===== src/rtl/load_store_unit_if.sv =====
// Memory-side bus of the load/store unit: one outstanding word request, completed by mem_ack.
interface load_store_unit_if;
  logic        mem_req;
  logic        mem_we;
  logic [31:0] mem_addr;
  logic [3:0]  mem_wstrb;
  logic [31:0] mem_wdata;
  logic        mem_ack;
  logic [31:0] mem_rdata;

  modport master (
    output mem_req, mem_we, mem_addr, mem_wstrb, mem_wdata,
    input  mem_ack, mem_rdata
  );

  modport slave (
    input  mem_req, mem_we, mem_addr, mem_wstrb, mem_wdata,
    output mem_ack, mem_rdata
  );
endinterface


===== src/rtl/load_store_unit.sv =====
// Load/store unit: turns a core byte/half/word access into one word bus transaction,
// with misalignment, illegal-size and bus-timeout faults reported on a one-cycle done pulse.
module load_store_unit #(
  parameter int unsigned TIMEOUT = 16
) (
  input  logic                     clk,
  input  logic                     rst,
  input  logic                     req_valid,
  input  logic                     req_we,
  input  logic [2:0]               req_funct3,
  input  logic [31:0]              req_addr,
  input  logic [31:0]              req_wdata,
  output logic                     stall,
  output logic                     done,
  output logic [31:0]              rdata,
  output logic                     fault,
  output logic [1:0]               fault_code,
  load_store_unit_if.master        mem
);

  localparam int unsigned CntW = (TIMEOUT > 1) ? $clog2(TIMEOUT) : 1;
  localparam logic [CntW-1:0] CntLast = CntW'(TIMEOUT - 1);

  localparam logic [1:0] FcNone       = 2'b00;
  localparam logic [1:0] FcMisaligned = 2'b01;
  localparam logic [1:0] FcTimeout    = 2'b10;
  localparam logic [1:0] FcIllegal    = 2'b11;

  typedef enum logic [1:0] {StIdle, StReq, StDone} state_e;

  state_e state_q, state_d;

  logic [29:0]     addr_q, addr_d;
  logic [1:0]      off_q, off_d;
  logic            we_q, we_d;
  logic [2:0]      funct3_q, funct3_d;
  logic [3:0]      wstrb_q, wstrb_d;
  logic [31:0]     wdata_q, wdata_d;
  logic [CntW-1:0] cnt_q, cnt_d;
  logic [31:0]     rdata_q, rdata_d;
  logic [1:0]      code_q, code_d;

  logic        illegal, misaligned;
  logic [3:0]  strb;
  logic [31:0] lanes;
  logic [7:0]  lane_byte;
  logic [15:0] lane_half;
  logic [31:0] load_ext;

  // Request decode from the live core inputs; only consumed in StIdle.
  always_comb begin
    illegal = req_we ? (req_funct3 > 3'b010)
                     : (req_funct3 inside {3'b011, 3'b110, 3'b111});
    misaligned = 1'b0;
    strb       = 4'b1111;
    lanes      = req_wdata;
    unique case (req_funct3[1:0])
      2'b00: begin
        strb  = 4'b0001 << req_addr[1:0];
        lanes = {4{req_wdata[7:0]}};
      end
      2'b01: begin
        misaligned = req_addr[0];
        strb       = req_addr[1] ? 4'b1100 : 4'b0011;
        lanes      = {2{req_wdata[15:0]}};
      end
      default: begin
        misaligned = |req_addr[1:0];
      end
    endcase
  end

  always_comb begin
    lane_byte = mem.mem_rdata[{off_q, 3'b000} +: 8];
    lane_half = off_q[1] ? mem.mem_rdata[31:16] : mem.mem_rdata[15:0];
    case (funct3_q)
      3'b000:  load_ext = {{24{lane_byte[7]}}, lane_byte};
      3'b100:  load_ext = {24'b0, lane_byte};
      3'b001:  load_ext = {{16{lane_half[15]}}, lane_half};
      3'b101:  load_ext = {16'b0, lane_half};
      default: load_ext = mem.mem_rdata;
    endcase
  end

  always_ff @(posedge clk) begin
    if (rst) begin
      state_q <= StIdle;
    end else begin
      state_q <= state_d;
    end
  end

  always_comb begin
    state_d = state_q;
    unique case (state_q)
      StIdle: begin
        if (req_valid) begin
          state_d = (illegal || misaligned) ? StDone : StReq;
        end
      end
      StReq: begin
        if (mem.mem_ack || (cnt_q == CntLast)) begin
          state_d = StDone;
        end
      end
      default: state_d = StIdle;
    endcase
  end

  always_ff @(posedge clk) begin
    if (rst) begin
      addr_q   <= '0;
      off_q    <= '0;
      we_q     <= 1'b0;
      funct3_q <= '0;
      wstrb_q  <= '0;
      wdata_q  <= '0;
      cnt_q    <= '0;
      rdata_q  <= '0;
      code_q   <= FcNone;
    end else begin
      addr_q   <= addr_d;
      off_q    <= off_d;
      we_q     <= we_d;
      funct3_q <= funct3_d;
      wstrb_q  <= wstrb_d;
      wdata_q  <= wdata_d;
      cnt_q    <= cnt_d;
      rdata_q  <= rdata_d;
      code_q   <= code_d;
    end
  end

  always_comb begin
    addr_d   = addr_q;
    off_d    = off_q;
    we_d     = we_q;
    funct3_d = funct3_q;
    wstrb_d  = wstrb_q;
    wdata_d  = wdata_q;
    cnt_d    = cnt_q;
    rdata_d  = rdata_q;
    code_d   = code_q;
    unique case (state_q)
      StIdle: begin
        cnt_d = '0;
        if (req_valid) begin
          addr_d   = req_addr[31:2];
          off_d    = req_addr[1:0];
          we_d     = req_we;
          funct3_d = req_funct3;
          wstrb_d  = req_we ? strb : 4'b0000;
          wdata_d  = req_we ? lanes : 32'b0;
          rdata_d  = '0;
          code_d   = illegal ? FcIllegal : (misaligned ? FcMisaligned : FcNone);
        end
      end
      StReq: begin
        if (mem.mem_ack) begin
          rdata_d = we_q ? 32'b0 : load_ext;
          code_d  = FcNone;
        end else begin
          cnt_d = cnt_q + 1'b1;
          if (cnt_q == CntLast) begin
            rdata_d = '0;
            code_d  = FcTimeout;
          end
        end
      end
      default: ;
    endcase
  end

  // Bus fields are forced to zero outside StReq so an idle unit presents a quiet bus.
  always_comb begin
    done           = (state_q == StDone);
    stall          = req_valid & ~done;
    rdata          = done ? rdata_q : 32'b0;
    fault_code     = done ? code_q : FcNone;
    fault          = done & (code_q != FcNone);
    mem.mem_req    = (state_q == StReq);
    mem.mem_we     = mem.mem_req & we_q;
    mem.mem_addr   = mem.mem_req ? {addr_q, 2'b00} : 32'b0;
    mem.mem_wstrb  = mem.mem_req ? wstrb_q : 4'b0000;
    mem.mem_wdata  = mem.mem_req ? wdata_q : 32'b0;
  end

endmodule


===== src/flat_wrapper.sv =====
// flat-port wrapper written by rule: the top's interface ports become plain ports
module load_store_unit_flat 
#(
  parameter int unsigned TIMEOUT = 16
)
  (clk, rst, req_valid, req_we, req_funct3, req_addr, req_wdata, stall, done, rdata, fault, fault_code, mem_mem_req, mem_mem_we, mem_mem_addr, mem_mem_wstrb, mem_mem_wdata, mem_mem_ack, mem_mem_rdata);
  load_store_unit_if mem_i ();
  input  logic clk;
  input  logic rst;
  input  logic req_valid;
  input  logic req_we;
  input  logic [2:0] req_funct3;
  input  logic [31:0] req_addr;
  input  logic [31:0] req_wdata;
  output logic stall;
  output logic done;
  output logic [31:0] rdata;
  output logic fault;
  output logic [1:0] fault_code;
  output wire logic [$bits(mem_i.mem_req)-1:0] mem_mem_req;
  output wire logic [$bits(mem_i.mem_we)-1:0] mem_mem_we;
  output wire logic [$bits(mem_i.mem_addr)-1:0] mem_mem_addr;
  output wire logic [$bits(mem_i.mem_wstrb)-1:0] mem_mem_wstrb;
  output wire logic [$bits(mem_i.mem_wdata)-1:0] mem_mem_wdata;
  input wire logic [$bits(mem_i.mem_ack)-1:0] mem_mem_ack;
  input wire logic [$bits(mem_i.mem_rdata)-1:0] mem_mem_rdata;
  assign mem_mem_req = mem_i.mem_req;
  assign mem_mem_we = mem_i.mem_we;
  assign mem_mem_addr = mem_i.mem_addr;
  assign mem_mem_wstrb = mem_i.mem_wstrb;
  assign mem_mem_wdata = mem_i.mem_wdata;
  assign mem_i.mem_ack = mem_mem_ack;
  assign mem_i.mem_rdata = mem_mem_rdata;
  load_store_unit #(.TIMEOUT(TIMEOUT)) u_core (.clk(clk), .rst(rst), .req_valid(req_valid), .req_we(req_we), .req_funct3(req_funct3), .req_addr(req_addr), .req_wdata(req_wdata), .stall(stall), .done(done), .rdata(rdata), .fault(fault), .fault_code(fault_code), .mem(mem_i));
endmodule

===== config.mk =====
export PLATFORM = sky130hd
export DESIGN_NAME = load_store_unit_flat
export DESIGN_NICKNAME = d
export VERILOG_FILES = /design/src/rtl/load_store_unit_if.sv /design/src/rtl/load_store_unit.sv /design/src/flat_wrapper.sv
export SDC_FILE = /design/constraint.sdc
export NUM_CORES = 1
export LEC_CHECK = 0
export CORE_UTILIZATION = 38
export DETAILED_ROUTE_END_ITERATION = 10
export PLACE_DENSITY = 0.78
export SYNTH_ARGS = -nofsm -noshare
export SYNTH_HDL_FRONTEND = slang
export SYNTH_SLANG_ARGS = --single-unit

===== constraint.sdc =====
create_clock -name clk -period 4.9 [get_ports clk]
set_input_delay 0.98 -clock clk [delete_from_list [all_inputs] [get_ports clk]]
set_output_delay 0.98 -clock clk [all_outputs]
set_load 0.01 [all_outputs]

# Yosys cells after proc, flatten, opt, wreduce, memory -nomap -nowiden
# Cells that the tools add are included.
classes:
  n_lt_le_gt_ge: 1
  addsub: 1
  eq_ne: 14
  n_bitwise: 4
  muxes: 31
  n_reduce_logical: 13
  shifts: 2
op_table:
  columns: ["op", "count"]
  rows:
  - ["$mux W32", 8]
  - ["$pmux W32 S2", 2]
  - ["$pmux W32 S4", 1]
  - ["$shiftx A32 B6 Y8", 1]
  - ["$mux W16", 1]
  - ["$mux W2", 8]
  - ["$mux W4", 4]
  - ["$pmux W4 S2", 2]
  - ["$eq A3 B3 Y1 const B", 4]
  - ["$pmux W2 S2", 2]
  - ["$reduce_and A2 Y1", 3]
  - ["$add A4 B1 Y4 const B", 1]
  - ["$eq A2 B1 Y1 const B", 2]
  - ["$eq A4 B4 Y1 const B", 1]
  - ["$logic_not A2 Y1", 2]
  - ["$ne A2 B2 Y1 const B", 2]
  - ["$reduce_bool A2 Y1", 2]
  - ["$shl A1 B2 Y4 const A", 1]
  - ["$and A1 B1 Y1", 3]
  - ["$eq A3 B1 Y1 const B", 1]
  - ["$eq A3 B2 Y1 const B", 1]
  - ["$gt A3 B2 Y1 const B", 1]
  - ["$logic_not A3 Y1", 1]
  - ["$ne A3 B1 Y1 const B", 1]
  - ["other kinds (9)", 11]
totals:
  ff_bits: 112
  input_bits: 104
  out_inout_bits: 107

# Logic depth before layout (Yosys ltp)
logic_depth:
  depth_word: 7
  ltp_mapped: 7

# Worst setup path before layout
# OpenSTA, ideal clock, no wires.
synth_timing:
  path_type: "register to output"
  start: "register u_core.state_q[1]"
  end: "output port mem_mem_addr[10]"
  stages_incl_launch_ff: 6
  path_buffers: 2
  setup_slack_ns: 2.614
  arrival_time_ns: 1.306
  required_time_ns: 3.920
  path_cell_list: "dfxtp_1 nand2b_1 inv_1 clkbuf_1 clkbuf_1 and2_1"
synth_via:
  elab_chain_cells: 2
synth_rtl:
  columns: ["element", "line", "text"]
  rows:
  - ["start: declaration", "load_store_unit.sv:31", "state_e state_q, state_d;"]
  - ["start signal: assignment", "load_store_unit.sv:87", "state_q <= StIdle;"]
  - ["start signal: assignment", "load_store_unit.sv:89", "state_q <= state_d;"]
  - ["$eq A2 B1 Y1", "load_store_unit.sv:181", "mem.mem_req = (state_q == StReq);"]
  - ["$mux W32", "load_store_unit.sv:183", "mem.mem_addr = mem.mem_req ? {addr_q, 2'b00} : 32'b0;"]
  - ["end: declaration", "flat_wrapper.sv:22", "output wire logic [$bits(mem_i.mem_addr)-1:0] mem_mem_addr;"]
# Every way passes these cells.

# Final worst setup path
layout_timing:
  start: "register u_core.state_q[1]"
  end: "output port fault"
layout_via:
  elab_chain_cells: 2
layout_rtl:
  columns: ["element", "line", "text"]
  rows:
  - ["$eq A2 B2 Y1", "load_store_unit.sv:176", "done = (state_q == StDone);"]
  - ["$and A1 B1 Y1", "load_store_unit.sv:180", "fault = done & (code_q != FcNone);"]
  - ["end: declaration", "flat_wrapper.sv:18", "output logic fault;"]
# Every way passes these cells.

==> Flow_metrics.wiki <==
{| class="wikitable"
! Metric !! Value
|-
| Unrepaired setup endpoints after global routing || false
|-
| Net total in the final layout || 984
|-
| Total Neg Setup Slack || 0 ns
|-
| Proportion of synthesized flip-flops having asynchronous set or reset || 0%
|-
| Required time worst endpoint || between 3 and 4 ns
|-
| Final global-route overflow total || 0
|-
| Crit-path cells || nor2b_2 > and2_1 > or2_2 > clkdlybuf4s50_1
|-
| Later-pin clock latency in the skew report || between 0.3 and 0.4 ns
|-
| Root buffer selected by CTS || clkbuf_16
|-
| Number of hold buffers added after cts || 0
|-
| Half-perimeter wire length after detailed placement || around 12 mm
|-
| Adder-cell share of the synthesized area || 0.216%
|-
| Normalized max-slew margin || 25.5%
|-
| Total wire length after detailed routing || around 17 mm
|-
| Tightest Hold Check Type || reg2reg
|-
| Routed met3 length || 1.62 mm
|-
| Warnings, synthesis || 0
|-
| Slew at the pin closest to its max-slew limit || 1.11 ns
|-
| Clock Skews || ~0.011 ns
|-
| P&R area growth vs syn || 41.7%
|-
| Most frequent cells in the layout || clkdlybuf4s50_1, dfxtp_1, and2_1
|-
| Post-cts resize count || 0
|-
| IR Drop Worst-Case VDD || 0.160 mV
|-
| Total I/O pin count || 211
|-
| Vias per std cell || between 5 and 6
|-
| DRC violations left || 14
|-
| Startpoint kind of the worst setup timing path || flip-flop
|-
| Fraction of final layout cells sized beyond drive strength 1 || under 10%
|-
| Slowest cell on the critical path || nor2b_2
|-
| Uppermost metal layer occupied by signal nets || met4
|-
| GPL Wtd Cong || approximately 0.90
|-
| Global-route wire length before repair || 27.4 mm
|-
| Post-DRT Antenna Nets || 0
|-
| Worst slack on hold paths || 0.450 ns
|-
| Area occupied by multi-input gates || 3250 sq um
|-
| XOR/XNOR share of the synthesized area || 0%
|-
| Clock tree from TritonCTS || done
|-
| Ratio of final minimum period to clock period || 74.0%
|-
| Total via count after detailed routing || 5,613
|-
| Period minus WS final || 3.62 ns
|-
| Synthesized-area fraction occupied by and/or/nand/nor cells || 28.5%
|-
| Arrival time of the worst setup path || 2.64 ns
|-
| Critical Path End Type || primary output
|-
| Total iterations of the first detailed-routing run || 10
|-
| Max Fclk || 276 MHz
|-
| LEAKAGE || 3.04 nW
|-
| Synthesized netlist cell count || approximately 700
|-
| Core area || 14,700 sq um
|-
| Leading area contributor after synthesis || dfxtp_1
|-
| Synth top area share || 38.7%
|-
| Number of distinct library cells after synthesis || slightly below 50
|-
| Final worst setup slack || 1.28 ns
|-
| Met2 wire length || 7.82 mm
|-
| Routed wire length per instance || about 16 um
|-
| Number of register bits inferred by synthesis || 112
|-
| Syn Area/Cell || 8.13 sq um
|-
| Type of the worst setup path || reg2out
|-
| Starting DRC count in detailed routing || approximately 370
|-
| Peak per-stage delay on the critical path || between 0.8 and 0.9 ns
|-
| Initial antenna violation count || 1
|-
| DIE AREA || 15,700 sq um
|-
| Post-synthesis compound-gate area fraction || 19.4%
|-
| Count of input and output buffers || 208
|-
| Worst slack, placed || approximately 1.5 ns
|-
| Number of pins exceeding their max-slew limit in the final report || 0
|-
| Die width || about 130 um
|-
| Starting density of the core || between 30% and 40%
|-
| Most used flip-flop cell after synthesis || dfxtp_1
|-
| Rows || 44
|-
| M1 WL || just over 7 mm
|-
| Total clock sinks || 112
|-
| Global-route total usage across every layer || 21.6%
|-
| Leading cell types by total area after synthesis || dfxtp_1, and2_1, nand2_1
|-
| Num CTS Buffers || 9
|-
| Post-synthesis cell area || 5790 sq um
|-
| Final setup violation count || 0
|-
| Count of endpoints failing hold in the final timing report || 0
|-
| Sequential element share of the synthesized area || 38.7%
|-
| Largest fanout on the critical path || 36
|-
| Largest buffer count on any clock path || 2
|-
| Fill cells || 1,344
|-
| Dominant delay contributor by cell family on the critical path || simple AND/OR/NAND/NOR gates
|-
| Status || finished with violations
|-
| Share of synthesized area spent on multiplexers || 7.58%
|-
| Chip Height || 125 um
|-
| Count of flip-flops with a built-in enable after synthesis || 0
|-
| Power per Cell Area || 256 nW/um^2
|-
| Largest family of logic cells by synthesized area || simple AND/OR/NAND/NOR gates
|-
| Number of global-route vias before repair || 5,260
|-
| Number of post-CTS setup repair buffers || 0
|-
| Max H-tree Level || 3
|-
| Number of max-cap violations || 0
|-
| Most frequent standard cell in the layout excluding fill and tap cells || clkdlybuf4s50_1
|-
| Violations in the final reports || DRC
|-
| Post-CTS clock slew at the launch and capture registers of the worst setup and hold paths || 0.08 ns
|-
| Register cell area after layout || 2240 sq um
|-
| Pin count of the biggest net entering global routing || 82
|-
| Crit path buffers/inverters || 1
|}
-- layer usage --
metal  GRT usage (%)  vias up
li1                -     2770
met1            27.4     2618
met2            34.1      205
met3            7.57       20
met4            7.46        0
met5               0        -
-- power breakdown --
part | switching (mW) | internal [mW] | leakage (nW)
registers | 0.0314 | 0.952 | 0.912
clock network | 0.364 | 0.371 | 0.148
logic | 0.196 | 0.187 | 1.98
total | 0.592 | 1.51 | 3.04
-- through the flow --
stage | util, % | area (sq um) | power, mW | std cells
final | 55.9 | 8210 | 2.10 | 1069
after global routing | 55.9 | 8210 | 2.21 | 1069
after CTS | 55.8 | 8210 | 2.13 | 1068
after detailed placement | 53.8 | 7910 | 1.39 | 1052
after global placement | 53.8 | 7910 | 1.38 | 1052
after floorplan | - | 5800 | 1.22 | 714
-- cells in the mapped netlist, types with 4 or more instances --
cell type and n:
buf_2 11, o22ai_1 9, dfxtp_1 112, mux2i_1 9, o21ai_0 18, mux4_2 7, clkbuf_1 43, mux2_2 17
and2_1 102, a22oi_1 18, nand2_1 101, a221o_1 7, buf_1 5, a32o_1 7, a21oi_1 69, o2bb2ai_1 23
nand3_1 18, nand2b_1 19, nor2_1 44, a21o_1 4, nor3_1 5, inv_1 11, nor2b_1 20
-- flip-flops by register name, summed over array words and instances (netlist names) --
name	flops
u_core.addr_q	30
u_core.cnt_q	4
u_core.code_q	2
u_core.funct3_q	3
u_core.off_q	2
u_core.rdata_q	32
u_core.state_q	2
u_core.wdata_q	32
u_core.we_q	1
u_core.wstrb_q	4
-- worst reg2reg max path, stage by stage, from the launching register on --
cell	delay, ns
dfxtp_1	0.56
nand2b_1	0.24
inv_1	0.09
buf_4	0.48
and3_1	0.48
o31ai_2	0.32
o2bb2ai_1	0.22
-- kinds of logic after synthesis --
family / count (synthesis)
AND/OR/NAND/NOR: 323
AO/OA/AOI/OAI: 168
flip-flops: 112
buffers and inverters: 75
multiplexers: 33
adder cells (fa/ha/maj): 1
other: 1
-- area by class of cell --
cell class / instances / share of cell area [%]
Antenna cell: 1 / 0.0305
Clock buffer: 10 / 2.91
Clock inverter: 6 / 0.716
Inverter: 11 / 0.503
Multi-Input combinational cell: 527 / 39.5
Sequential cell: 112 / 27.3
Tap cell: 184 / 2.80
Timing Repair Buffer: 218 / 26.2
-- path summary, 6_finish.rpt --
path / startpoint / end / slack, ns / cells after the start
max reg2reg: u_core.state_q[0] / u_core.rdata_q[24] / 2.43 / 6
max: u_core.state_q[1] / fault / 1.28 / 4
min: u_core.addr_q[24] / u_core.addr_q[24] / 0.45 / 2
min reg2reg: u_core.addr_q[24] / u_core.addr_q[24] / 0.45 / 2
No activity file was read; power rests on OpenSTA's default activity.
